[src/rtl/edge_detect_multi.sv]
// edge_detect_multi: per-channel synchronise, debounce and one-cycle edge pulse generation
module edge_detect_multi #(
  parameter int CH          = 4,
  parameter int SYNC_STAGES = 2,
  parameter int DEB_CYCLES  = 16,
  parameter int CNT_W       = $clog2(DEB_CYCLES + 1)
) (
  input  logic          clk,
  input  logic          rst,
  input  logic [CH-1:0] sig,
  input  logic [1:0]    mode,
  output logic [CH-1:0] pulse,
  output logic [CH-1:0] level,
  output logic          any_pulse
);
  logic [CH-1:0]    sync_q [SYNC_STAGES];
  logic [CNT_W-1:0] cnt_q  [CH];
  logic [CNT_W-1:0] cnt_d  [CH];
  logic [CH-1:0]    s, ev, level_d, pulse_d;
  assign s = sync_q[SYNC_STAGES-1];
  // plain flop chain per channel, nothing between stages
  always_ff @(posedge clk) begin
    if (rst) begin
      for (int i = 0; i < SYNC_STAGES; i++) sync_q[i] <= '0;
    end else begin
      sync_q[0] <= sig;
      for (int i = 1; i < SYNC_STAGES; i++) sync_q[i] <= sync_q[i-1];
    end
  end
  // accept a new level after DEB_CYCLES mismatching cycles and qualify the edge by mode
  always_comb begin
    ev      = '0;
    level_d = level;
    pulse_d = '0;
    for (int c = 0; c < CH; c++) begin
      cnt_d[c]   = '0;
      ev[c]      = (s[c] != level[c]) && (cnt_q[c] == CNT_W'(DEB_CYCLES - 1));
      cnt_d[c]   = (s[c] == level[c] || ev[c]) ? '0 : cnt_q[c] + 1'b1;
      level_d[c] = ev[c] ? s[c] : level[c];
      pulse_d[c] = ev[c] && (mode == 2'b00 ? s[c] : mode == 2'b01 ? !s[c] : mode == 2'b10);
    end
  end
  // debounce state and registered outputs
  always_ff @(posedge clk) begin
    if (rst) begin
      for (int c = 0; c < CH; c++) cnt_q[c] <= '0;
      level     <= '0;
      pulse     <= '0;
      any_pulse <= 1'b0;
    end else begin
      for (int c = 0; c < CH; c++) cnt_q[c] <= cnt_d[c];
      level     <= level_d;
      pulse     <= pulse_d;
      any_pulse <= |pulse_d;
    end
  end
endmodule

[config.mk]
export PLATFORM = sky130hd
export DESIGN_NAME = edge_detect_multi
export DESIGN_NICKNAME = d
export VERILOG_FILES = /design/src/rtl/edge_detect_multi.sv
export SDC_FILE = /design/constraint.sdc
export NUM_CORES = 1
export LEC_CHECK = 0
export CELL_PAD_IN_SITES_DETAIL_PLACEMENT = 1
export CELL_PAD_IN_SITES_GLOBAL_PLACEMENT = 1
export CORE_UTILIZATION = 44
export CTS_CLUSTER_DIAMETER = 150
export DETAILED_ROUTE_END_ITERATION = 10
export GPL_ROUTABILITY_DRIVEN = 0
export PLACE_DENSITY_LB_ADDON = 0.1
export SYNTH_ARGS = -nofsm -noshare
export SYNTH_HDL_FRONTEND = slang
export SYNTH_SLANG_ARGS = --single-unit
[constraint.sdc]
create_clock -name clk -period 4.5 [get_ports clk]
set_clock_uncertainty 0.2 [all_clocks]
set_input_delay 0.45 -clock clk [delete_from_list [all_inputs] [get_ports clk]]
set_output_delay 0.45 -clock clk [all_outputs]
set_load 0.03 [all_outputs]
* Word-level counts from Yosys, hierarchy flattened *
Memories as Yosys holds them, arrays and structs flattened.
Cells that the tools add are included.

operators by class
  add/sub/neg operators = 4
  multipliers = 0
  divide/modulo/power cells = 0
  order comparisons = 0
  equal/unequal tests = 14
  shifts and indexed selects = 0
  muxes and demuxes = 21
  bitwise operators = 6
  reduce and logical (&&, ||, !) cells = 18

operator list
  operator             number
  $mux 5               8
  $add 5x1->5 const B  4
  $eq 5x4->1 const B   4
  $mux 1               11
  $logic_and 1x1->1    8
  $mux 4               2
  $or 1x1->1           6
  $eq 1x1->1           4
  $logic_not 1->1      4
  $logic_or 1x1->1     4
  $ne 1x1->1           4
  $reduce_or 4->1      1
  $eq 2x1->1 const B   1
  $eq 2x2->1 const B   1
  $logic_not 2->1      1

storage, ports and cells
  register bits after elaboration = 9
  latch bits = 0
  memory bits (writable) = 28
  memory bits (read-only) = 0
  input bits = 8
  output and inout port bits = 9
  logic and storage cells = 71
  memories kept = 2

memory list
  memory  words  width  rd ports  clocked after Yosys merged registers in  write ports  RTL line  text
  cnt_q   4      5      4         0                                        4            17        logic [CNT_W-1:0] cnt_q [CH];
  sync_q  2      4      2         0                                        2            16        logic [CH-1:0] sync_q [SYNC_STAGES];

* Longest topological paths before layout *
  word-level depth = 5
  gate-level depth with buffers = 6
  depth with buffers taken out = 6

* Least setup slack after synthesis *
Ideal clock, no wire load.

  path kind = register to register
  start point = mem cnt_q[3][0] (netlist name)
  end point = reg any_pulse
  setup time = 139 ps
  arrival time = 1425 ps
  data required time = 4161 ps
  path slack = 2737 ps
  cell stages (with the launch flop) = 7
  path buffers = 0
  period minus slack after synthesis = 1763 ps
  cell sequence = dfxtp_1 ha_1 and3_1 ha_1 and4bb_2 a41oi_1 a41oi_1

RTL lines
  what                  RTL line  text
  from (decl)           17
  to (signal assigned)  54        any_pulse <= |pulse_d;
  to (decl)             14        output logic any_pulse

* Worst setup path in the final report *
  start point = reg level[3]
  end point = out level[3]

RTL lines
  what                    RTL line  text
  from (decl)             13        output logic [CH-1:0] level,
  from (signal assigned)  52        level <= level_d;

No word-level cell between the ends.

==> parameters.txt <==
Parameter                              Value

Die
  Number of core rows ... 19
  Floorplan core area ... 0.002853 mm2
  Number of I/O pins ... 17
  Die area ... 0.003347 mm2
  Overall die width ... 57.85 um
  Die extent in y ... 57.85 um
  Starting density of the core ... 48.11%

GRT
  Pin count of the biggest net entering global routing ... 22
  Overall track demand over capacity in global routing ... 17.48%
  Via count of the first global-routing pass ... 1033
  Number of antenna violations at the first check in global routing ... 0
  Global route overflow ... 0
  Wire length of the first global-routing pass ... 4.443 mm

Synthesis
  Synth area leaders ... dfxtp_1, nor2_1, ha_1, nor2b_1, xnor2_1
  Synthesized area per cell ... 10.17 um2
  Cell count after synthesis ... 135
  Warnings from Yosys ... 0
  Library cell with the largest summed area after synthesis ... dfxtp_1
  Distinct cells, synth ... 19
  Synthesized-area fraction occupied by ao, oa, aoi and oai cells ... 3.920%
  Syn nets ... 151
  Main combinational cell family by area after synthesis ... simple AND/OR/NAND/NOR gates
  Total of flip-flops plus latches after synthesis ... 37
  Post-Synth XOR/XNOR Area ... 7.566%
  Share of synthesized cell area in full adder, half adder and majority cells ... 7.293%
  Share of cell area taken by muxes after synthesis ... 2.917%
  Post-synthesis share of cell area spent on and, or, nand and nor gates ... 20.97%
  Post-synthesis cell area ... 0.001373 mm2
  Area share of the leading cell type in the synthesized netlist ... 53.97%
  Share of the yosys chip area belonging to registers ... 53.97%

Flow run
  Max Cap Viol ... 0

STA
  Final setup TNS ... 0 ns
  Final setup viols ... 0
  Maximum achievable frequency ... 0.4739 GHz
  Worst setup slack after layout ... 2.390 ns
  Worst slew margin relative to its limit ... 55.08%
  Number of pins exceeding their max-slew limit in the final report ... 0
  RSZ-0062 raised after global routing ... no
  Post-route minimum period ... 2.110 ns
  Final critical-path share of the clock period ... 46.90%
  Pin slew with the least headroom to its limit ... 0.6717 ns
  Final-report hold violation count ... 0

Worst setup path
  Cell at the slowest stage of the critical path ... clkdlybuf4s50_1
  Cell-by-cell trace of the critical path ... clkdlybuf4s50_1
  Start of the worst register-to-register path ... cnt_q[3][0]$_SDFF_PP0_
  Critical path origin ... level[3]$_SDFFE_PP0P_
  R2R setup slack ... 2.51 ns
  Critical Path Sink Type ... output pin
  Worst Path Buf+Inv ... 1
  Data arrival time at the worst-slack endpoint ... 1.46 ns
  CP required ... 3.85 ns
  Largest fanout on the critical path ... 5
  Critical path's top delay family ... buffers and inverters
  Critical setup path kind ... register to output pin
  Slowest stage delay, CP ... 0.70 ns
  Worst setup SP type ... register

Clock tree
  Clock edge transition at the registers on the reported setup and hold paths ... 0.10 ns
  PostCTS Resize Cnt ... 0
  Insertion delay to the later sink of the worst-skew pair ... 0.33 ns
  Root buf cell ... clkbuf_4
  Sink count of the clock tree ... 37
  Hold buffers post-CTS ... 0
  H-Tree Depth ... 2
  Buffers from clock root to sink, at most ... 2
  Total CTS buffers ... 5
  Clock tree from TritonCTS ... done
  Number of buffers inserted to repair setup after CTS ... 0

Hold path
  Launch instance of the worst min-delay path ... sync_q[0][0]$_SDFF_PP0_
  Path category of the worst min-delay check ... register to register

Cells and area
  Post-route design area ... 0.001618 mm2
  Area growth, synth to finish ... 17.87%
  Fill cells ... 331
  Final net count ... 172
  Share of layout cells above drive strength 1 ... 7.051%
  Count of inserted antenna diode cells ... 0
  Commonest non-fill, non-tap cell in the layout ... dfxtp_1
  Utilization of the core after routing ... 56.71%
  Commonest cells after routing, fill and taps aside ... dfxtp_1, nor2_1, clkdlybuf4s50_1

Route
  Post-DR wirelength/cell ... 12.89 um
  Starting DRC count in detailed routing ... 15
  Detailed-route DRC error count ... 1
  Detailed-routing iteration count for the pre-antenna-repair pass ... 7
  Remaining antenna violation count ... 0
  Detailed-route via count ... 952
  Number of vias per cell after detailed routing ... 5.091
  DRT Wirelength ... 2.410 mm

Placement
  Setup Slack @ Placement ... 2.258 ns
  IO buf count ... 16
  HPWL after detailed placement ... 1.858 mm
  Area of placed instances ... 0.001563 mm2

Pwr
  LEAKAGE ... 0.6195 nW
  Highest ir drop seen on vdd ... 0.1965 mV
  Post-layout total power ... 527.3 uW
  PwrDens ... 325.9 mW/mm2

Run status
  Violated checks ... DRC
  Outcome ... finished with violations
## final cells by class
class                      count  area (um2)  area share, %
tap                           31       38.79          2.398
sequential                    37       740.7          45.79
timing repair buffer          16       160.2          9.899
inverter                      10       37.54          2.320
multi-input combinational     86       585.6          36.19
clock buffer                   7       55.05          3.403
## kinds of logic (layout without fill, tap and decap cells)
logic type,count (synthesis),after routing
multiplexers,4,4
buffers and inverters,12,33
adder cells (fa/ha/maj),8,8
AND/OR/NAND/NOR,56,56
XOR/XNOR,11,11
flip-flops,37,37
AO/OA/AOI/OAI,7,7
## synthesized netlist by cell type
| master | count |
|---|---|
| clkbuf_1 | 1 |
| o21ai_0 | 2 |
| xnor2_1 | 6 |
| dfxtp_1 | 37 |
| nor2_1 | 30 |
| a41oi_1 | 3 |
| a32oi_1 | 2 |
| and2b_2 | 2 |
| nand3_1 | 4 |
| inv_1 | 10 |
| ha_1 | 8 |
| xor2_1 | 4 |
| nor2b_1 | 12 |
| mux2i_1 | 4 |
| and4bb_2 | 2 |
| xor2_2 | 1 |
| buf_2 | 1 |
| and3_1 | 4 |
| or3_1 | 2 |
## registers in the layout (all words and copies together), names as in the netlist
| register | count |
|---|---|
| any_pulse | 1 |
| cnt_q | 20 |
| level | 4 |
| pulse | 4 |
| sync_q | 8 |
## layer usage
metal / vias up / track usage [%] / part of all wire [%]
li1: 477 / - / -
met3: 5 / 4.911 / 3.9
met4: 0 / 7.143 / 1.6
met5: - / 0 / 0
met1: 452 / 20.48 / 46
met2: 18 / 30.05 / 49
## report_power, final
| part | internal (mW) | switching (mW) |
|---|---|---|
| clock network | 0.0738 | 0.100 |
| registers | 0.332 | 0.00246 |
| logic | 0.0101 | 0.00914 |
## worst paths after layout
path                             end  depth (start not counted)
max                         level[3]                          1
min          sync_q[0][4]$_SDFF_PP0_                          1
max reg2reg     any_pulse$_SDFF_PP0_                          6
min reg2reg  sync_q[0][4]$_SDFF_PP0_                          1
## metrics by stage
step                hold WS [ns]  std cells
CTS                       0.2506        187
detailed placement        0.2274        180
global route              0.2670        187
global placement          0.2209        180
finish                    0.2490        187
floorplan                 0.2138        135
(Power assumes the default switching activity.)
